<file path="config.mk">
export PLATFORM = sky130hd
export DESIGN_NAME = intc_cpu_responder
export DESIGN_NICKNAME = d
export VERILOG_FILES = /design/src/rtl/intc_cpu_responder.sv
export SDC_FILE = /design/constraint.sdc
export NUM_CORES = 1
export LEC_CHECK = 0
export BUFFER_PORTS_ARGS = -buffer_cell sky130_fd_sc_hd__buf_2
export CAP_MARGIN = 20
export CORE_ASPECT_RATIO = 1.2
export CORE_MARGIN = 5
export CORE_UTILIZATION = 52
export CTS_CLUSTER_DIAMETER = 50
export DETAILED_ROUTE_END_ITERATION = 10
export HOLD_SLACK_MARGIN = 0.15
export MAX_ROUTING_LAYER = met4
export PLACE_DENSITY = 0.85
export SLEW_MARGIN = 5
export SYNTH_ARGS = -nofsm -noshare
export SYNTH_HDL_FRONTEND = slang
export SYNTH_SLANG_ARGS = --single-unit
</file>
<file path="constraint.sdc">
create_clock -name clk -period 4.7 [get_ports clk]
set_input_delay 0.705 -clock clk [delete_from_list [all_inputs] [get_ports clk]]
set_output_delay 0.705 -clock clk [all_outputs]
set_load 0.03 [all_outputs]
</file>
<file path="src/rtl/intc_cpu_responder.sv">
// CPU-side interrupt responder: takes IRQ at an instruction boundary, saves EPC,
// redirects the PC to the ISR, pulses IACK, and redirects back to EPC on ERET.
module intc_cpu_responder #(
    parameter int unsigned ADDR_WIDTH       = 32,
    parameter int unsigned IACK_CYCLES      = 1,
    parameter int unsigned IRQ_DROP_TIMEOUT = 8
) (
    input  logic                  clk,
    input  logic                  rst,
    input  logic                  IRQ,
    input  logic [ADDR_WIDTH-1:0] isr_addr,
    input  logic                  int_en,
    input  logic                  instr_boundary,
    input  logic [ADDR_WIDTH-1:0] pc_next,
    input  logic                  eret,
    output logic                  IACK,
    output logic                  pc_sel,
    output logic [ADDR_WIDTH-1:0] pc_target,
    output logic [ADDR_WIDTH-1:0] epc,
    output logic                  in_isr,
    output logic                  error
);

    localparam logic [1:0] ST_IDLE    = 2'd0;
    localparam logic [1:0] ST_ACK     = 2'd1;
    localparam logic [1:0] ST_SERVICE = 2'd2;
    localparam logic [1:0] ST_RETURN  = 2'd3;

    localparam int unsigned ACK_W = $clog2(IACK_CYCLES + 1);
    localparam int unsigned TO_W  = $clog2(IRQ_DROP_TIMEOUT + 1);

    localparam logic [ACK_W-1:0] ACK_ONE  = ACK_W'(1);
    localparam logic [ACK_W-1:0] ACK_LAST = ACK_W'(IACK_CYCLES);
    localparam logic [TO_W-1:0]  TO_ONE   = TO_W'(1);
    localparam logic [TO_W-1:0]  TO_LAST  = TO_W'(IRQ_DROP_TIMEOUT);
    localparam logic [TO_W-1:0]  TO_PRE   = TO_W'(IRQ_DROP_TIMEOUT - 1);

    logic [1:0]       state;
    logic [ACK_W-1:0] ack_cnt;
    logic [TO_W-1:0]  to_cnt;
    logic             irq_dropped;

    always_ff @(posedge clk or negedge rst) begin
        if (!rst) begin
            state       <= ST_IDLE;
            ack_cnt     <= '0;
            to_cnt      <= '0;
            irq_dropped <= 1'b0;
            IACK        <= 1'b0;
            pc_sel      <= 1'b0;
            pc_target   <= '0;
            epc         <= '0;
            in_isr      <= 1'b0;
            error       <= 1'b0;
        end else begin
            pc_sel <= 1'b0;
            case (state)
                ST_IDLE: begin
                    if (IRQ && int_en && instr_boundary) begin
                        epc       <= pc_next;
                        pc_target <= isr_addr;
                        pc_sel    <= 1'b1;
                        IACK      <= 1'b1;
                        in_isr    <= 1'b1;
                        ack_cnt   <= ACK_ONE;
                        state     <= ST_ACK;
                    end
                end
                ST_ACK: begin
                    // ack_cnt counts IACK-high cycles already elapsed, including the current one
                    if (ack_cnt == ACK_LAST) begin
                        IACK        <= 1'b0;
                        to_cnt      <= '0;
                        irq_dropped <= 1'b0;
                        state       <= ST_SERVICE;
                    end else begin
                        ack_cnt <= ack_cnt + ACK_ONE;
                    end
                end
                ST_SERVICE: begin
                    if (!irq_dropped) begin
                        if (!IRQ) begin
                            irq_dropped <= 1'b1;
                        end else if (to_cnt != TO_LAST) begin
                            to_cnt <= to_cnt + TO_ONE;
                            if (to_cnt == TO_PRE) error <= 1'b1;
                        end
                    end
                    if (eret) begin
                        pc_target <= epc;
                        pc_sel    <= 1'b1;
                        state     <= ST_RETURN;
                    end
                end
                ST_RETURN: begin
                    in_isr <= 1'b0;
                    state  <= ST_IDLE;
                end
                default: state <= ST_IDLE;
            endcase
        end
    end

endmodule

</file>
## Yosys cells after proc, flatten, opt, wreduce, memory -nomap -nowiden

Cells that the tools add are included.

| operators by class | value |
|---|---|
| add/subtract/negate cells | 2 |
| equality and inequality tests | 11 |
| multiplexer cells | 24 |
| bitwise operators | 1 |
| reduce and logical (&&, ||, !) cells | 16 |

Operators with widths:

| operator | count |
|---|---|
| 2-to-1 mux 32 bit | 2 |
| one-hot mux 32 bit (2 select lines) | 1 |
| 2-to-1 mux 4 bit | 4 |
| != test 2 bit, second input constant | 6 |
| one-hot mux 1 bit (2 select lines) | 5 |
| AND reduction 5 bit | 2 |
| AND reduction 3 bit | 3 |
| one-hot mux 2 bit (4 select lines) | 1 |
| one-hot mux 4 bit (2 select lines) | 1 |
| AND reduction 2 bit | 4 |
| nonzero test 2 bit | 4 |
| 2-to-1 mux 1 bit | 7 |
| 2-to-1 mux 2 bit | 3 |
| adder 4 x 1 -> 4 bit, second input constant | 1 |
| == test 2 bit, second input constant | 2 |
| == test 4 x 3 -> 1 bit, second input constant | 1 |
| != test 4 bit, second input constant | 1 |
| == test 2 x 1 -> 1 bit, second input constant | 1 |
| logical AND 1 bit | 2 |
| zero test 2 bit | 1 |
| adder 1 bit, second input constant | 1 |
| NOT 1 bit | 1 |

| word-level totals | value |
|---|---|
| bits in registers | 76 |
| input bits | 70 |
| output and inout bits | 68 |
| logic and storage cells | 64 |

## Logic depth before layout (Yosys ltp)

| logic depth | value |
|---|---|
| depth after elaboration | 5 |
| depth in mapped cells | 7 |
| mapped depth without buffers | 5 |

## Worst setup path after synthesis

OpenSTA, ideal clock, no wires.

| timing path | value |
|---|---|
| path type | flip-flop to flip-flop |
| start | register state[0] |
| end | register to_cnt[3] |
| setup time | 126 ps |
| data arrival time | 1890 ps |
| required time | 4574 ps |
| setup slack | 2684 ps |
| cell stages (with the launch flop) | 8 |
| buffers on the path | 2 |
| period minus slack after synthesis | 2016 ps |
| cell sequence | dfrtp_1 > inv_1 > ha_1 > buf_6 > nor2b_1 > or4_1 > buf_2 > a221o_1 |

| between the ends | value |
|---|---|
| word-level cells in the longest chain between the ends | 3 |
| elaborated cells on any way between the ends | 9 |
| those cells by class | eq/ne (6); mux (1); reduce/logical (2) |

Ends and longest elaborated chain:

| what | RTL line | source |
|---|---|---|
| start, declared | 38 | `logic [1:0] state;` |
| start signal, assigned | 45 | `state <= ST_IDLE;` |
| start signal, assigned | 66 | `state <= ST_ACK;` |
| start signal, assigned | 75 | `state <= ST_SERVICE;` |
| == test 2 bit / == test 2 x 1 -> 1 bit (equally long branches) | 57 | `case (state)` |
| != test 2 bit (no source line) / nonzero test 2 bit (equally long branches) | - |  |
| AND reduction 5 bit (no source line) | - |  |
| end signal, assigned | 85 | `to_cnt <= to_cnt + TO_ONE;` |
| end, declared | 40 | `logic [TO_W-1:0] to_cnt;` |

Several ways; a longest one is shown, not always the timed one.
A chain may end at the register's enable or synchronous reset.

## Worst setup path in the final report

| timing path | value |
|---|---|
| start | register state[0] |
| end | register pc_target[4] |

| between the ends | value |
|---|---|
| word-level cells in the longest chain between the ends | 3 |
| elaborated cells on any way between the ends | 7 |
| those cells by class | eq/ne (3); mux (1); reduce/logical (3) |

Ends and longest elaborated chain:

| what | RTL line | source |
|---|---|---|
| == test 2 bit / zero test 2 bit (equally long branches) | 57 |  |
| != test 2 bit (no source line) / nonzero test 2 bit (equally long branches) | - |  |
| AND reduction 3 bit (no source line) | - |  |
| end signal, assigned | 61 | `pc_target <= isr_addr;` |
| end signal, assigned | 90 | `pc_target <= epc;` |
| end, declared | 18 | `output logic [ADDR_WIDTH-1:0] pc_target,` |

Several ways; a longest one is shown, not always the timed one.

==> impl_metrics.csv <==
group,metric,value,unit
outcome,status,"finished clean",
power_and_ir_drop,ir_drop,0.536,mV
worst_setup_path,setup.worst_path.start_class,"register",
synth,synth_cells,241,
synth,ys_ff_latch,76,
worst_setup_path,worstPathRequired,4.91,ns
worst_setup_path,r2r-end,"pc_target[4]$_DFFE_PN0P_",
run,drv_cap,0,
grt,grt_max_degree,77,
power_and_ir_drop,power.internal,2.00,mW
floorplan,fp.dieW,84.5,um
finish,mostFrequentLayoutCells,"buf_2 (136), mux2_2 (97), dfrtp_1 (76)",
worst_setup_path,ff2ff_path_depth,6,
sta,period_share,0.590,
worst_setup_path,ff2ff_setup_slack,1.93,ns
floorplan,start_util,0.537,
power_and_ir_drop,p_leak,2.21,nW
floorplan,coreArea,6450,um^2
power_and_ir_drop,seqPwrFrac,0.330,
worst_setup_path,r2r-start,"state[0]$_DFFE_PN0P_",
sta,holdWs,0.472,ns
routing,route.top_layer_used,"met4",
routing,wl_met2,3760,um
clock_tree,cts_root_buf,"clkbuf_8",
worst_hold_path,hold_path_class,"register to register",
floorplan,die_y,99.4,um
sta,setup_viol,0,
routing,wl_met1,3240,um
place,gp_congestion,0.801,
clock_tree,cts.sinks,76,
clock_tree,cts_setup_buffers,0,
floorplan,io_pins,138,
synth,synth-seq-area-share,0.549,
clock_tree,clk_pin_slew,0.08,ns
routing,wl_met3,643,um
grt,antenna_found_initial,0,
sta,setup_slack,1.93,ns
clock_tree,clk_latency,0.33,ns
routing,first_pass_iters,4,
place,dpl_cell_area,4220,um^2
synth,syn-cell-area,3460,um^2
sta,drv_slew,0,
clock_tree,ctsHoldBuffers,0,
synth,syn_nets,319,
finish,nets,456,
sta,fmax,360,MHz
clock_tree,numCtsBuffers,9,
floorplan,fp-row-count,32,
synth,yosys_warnings,0,
power_and_ir_drop,switchingPower,1.53,mW
worst_setup_path,end_kind,"register",
place,post-place-ws,1.89,ns
worst_setup_path,arrival,2.98,ns
routing,drtAntennaViolNets,0,
sta,max_slew_margin,0.345,
synth,synth.distinct_cells,31,
finish,num_antenna_cells,0,
grt,grtUsageTotal,0.198,
clock_tree,clockBufferDepth,2,
synth,synth.avg_cell_area,14.4,um^2
clock_tree,cts_max_level,3,
finish,num-fill-cells,495,
sta,finalClockSkew,0.00877,ns
power_and_ir_drop,combPwrFrac,0.544,
sta,worst_slew_pin_slew,0.983,ns
floorplan,dieArea,8400,um^2
clock_tree,cts_tree,"done",
synth,yosysTopAreaCell,"dfrtp_1",
finish,layout-drive-gt1-share,0.667,
sta,rsz0062_at_grt,"no",
routing,totalWireLength,7780,um
worst_setup_path,crit_start,"state[0]$_DFFE_PN0P_",
grt,overflow,0,
finish,layout_commonest_cell,"buf_2",
worst_setup_path,critPathKind,"register to register",
power_and_ir_drop,clock_power_share,0.126,
synth,synthDominantCellAreaShare,0.549,
finish,syn_to_final_growth,26.9,%
sta,fin_setup_tns,0,ns
finish,fin_area,4400,um^2
synth,netlist_top_cells_area,"dfrtp_1 (55%), mux2_2 (32%), ha_1 (2.9%)",
place,hpwl,5630,um
place,io_buffers,137,
sta,hold_viol,0,
routing,num_vias,2413,
routing,first_iter_violations,73,
worst_setup_path,worst-path-max-fanout,44,
sta,min_period,2.77,ns
routing,viasPerCell,5.18,
routing,wl_per_cell,16.7,um
routing,drcViolationCount,0,
clock_tree,cts_resized,0,
power_and_ir_drop,switching_share,0.434,
power_and_ir_drop,p_per_area,802,nW/um^2
grt,grt_pass1_wl,13100,um
grt,grt_pass1_vias,2673,
worst_setup_path,crit_end,"pc_target[4]$_DFFE_PN0P_",
==> worst min-delay path by stage <==
stage,startpoint,endpoint,slack [ns],depth (start not counted)
after floorplan,rst,IACK$_DFFE_PN0P_,0.41,0
after global placement,error$_DFFE_PN0P_,error$_DFFE_PN0P_,0.45,1
after detailed placement,error$_DFFE_PN0P_,error$_DFFE_PN0P_,0.47,1
after CTS,error$_DFFE_PN0P_,error$_DFFE_PN0P_,0.48,1
after global routing,error$_DFFE_PN0P_,error$_DFFE_PN0P_,0.51,1
final,error$_DFFE_PN0P_,error$_DFFE_PN0P_,0.47,1
==> cells in the mapped netlist <==
cell type,count
a221o_1,1
and4b_1,1
nand4_1,1
ha_1,8
mux2_2,97
o2bb2ai_1,1
or2b_1,1
a211oi_2,1
inv_1,7
nor2b_1,3
and2_1,1
dfrtp_1,76
nand2_1,4
or4_1,1
nor3_1,1
buf_2,6
nor4bb_1,1
o41ai_1,1
o21ai_0,1
nor2_1,3
a21o_2,1
clkbuf_1,6
buf_6,1
a31o_2,1
a21oi_1,3
mux2i_1,6
and3_1,1
o31ai_1,1
a221oi_1,1
nor3b_1,1
nand3_1,3
==> flip-flops by register name, summed over array words and instances (netlist names) <==
signal	flops
state	2
in_isr	1
ack_cnt	1
to_cnt	4
IACK	1
irq_dropped	1
epc	32
error	1
pc_target	32
pc_sel	1
==> layer usage <==
layer | vias up | global-route usage
met1 | 1172 | 0.244
met2 | 100 | 0.308
met4 | 0 | 0.0670
met3 | 12 | 0.0663
met5 | - | -
li1 | 1129 | -
==> logic make-up (layout without fill, tap and decap cells) <==
kind of cell             Yosys count  after routing  synth area share
multiplexers                     103            103             0.333
adder cells (fa/ha/maj)            8              8            0.0289
flip-flops                        76             76             0.549
buffers and inverters             20            160            0.0260
AND/OR/NAND/NOR                   22             22            0.0365
AO/OA/AOI/OAI                     12             12            0.0271
==> power by group through the flow <==
| stage | Clock [mW] | Sequential [mW] | Combinational [mW] |
|---|---|---|---|
| 5_1_grt | 0.493 | 1.21 | 2.05 |
| 3_3_place_gp | 0 | 1.15 | 1.89 |
| 2_1_floorplan | 0 | 1.72 | 0.863 |
| 6_report | 0.445 | 1.16 | 1.92 |
| 4_1_cts | 0.460 | 1.16 | 1.95 |
| 3_5_place_dp | 0 | 1.17 | 1.94 |
==> metrics by stage <==
step | cells | utilization | total power, mW
3_3_place_gp | 452 | 0.655 | 3.04
5_1_grt | 466 | 0.682 | 3.75
2_1_floorplan | 241 | - | 2.58
4_1_cts | 466 | 0.682 | 3.57
6_report | 466 | 0.682 | 3.53
3_5_place_dp | 452 | 0.655 | 3.11
==> critical path: stages (launching register included) <==
cell and delay [ns]:
dfrtp_1 0.41, inv_1 0.15, ha_2 0.86, nor2_1 0.22, a211oi_4 0.20, buf_4 0.40
mux2_2 0.39
==> cell type report <==
type                            count  area (um^2)  share of cell area
Tap cell                           85          106              0.0242
Inverter                            7         26.3             0.00598
Clock inverter                      2         10.0             0.00228
Clock buffer                       12          165              0.0376
Timing Repair Buffer              139          703               0.160
Multi-Input combinational cell    145         1480               0.337
Sequential cell                    76         1900               0.433
No activity file was read; power rests on OpenSTA's default activity.
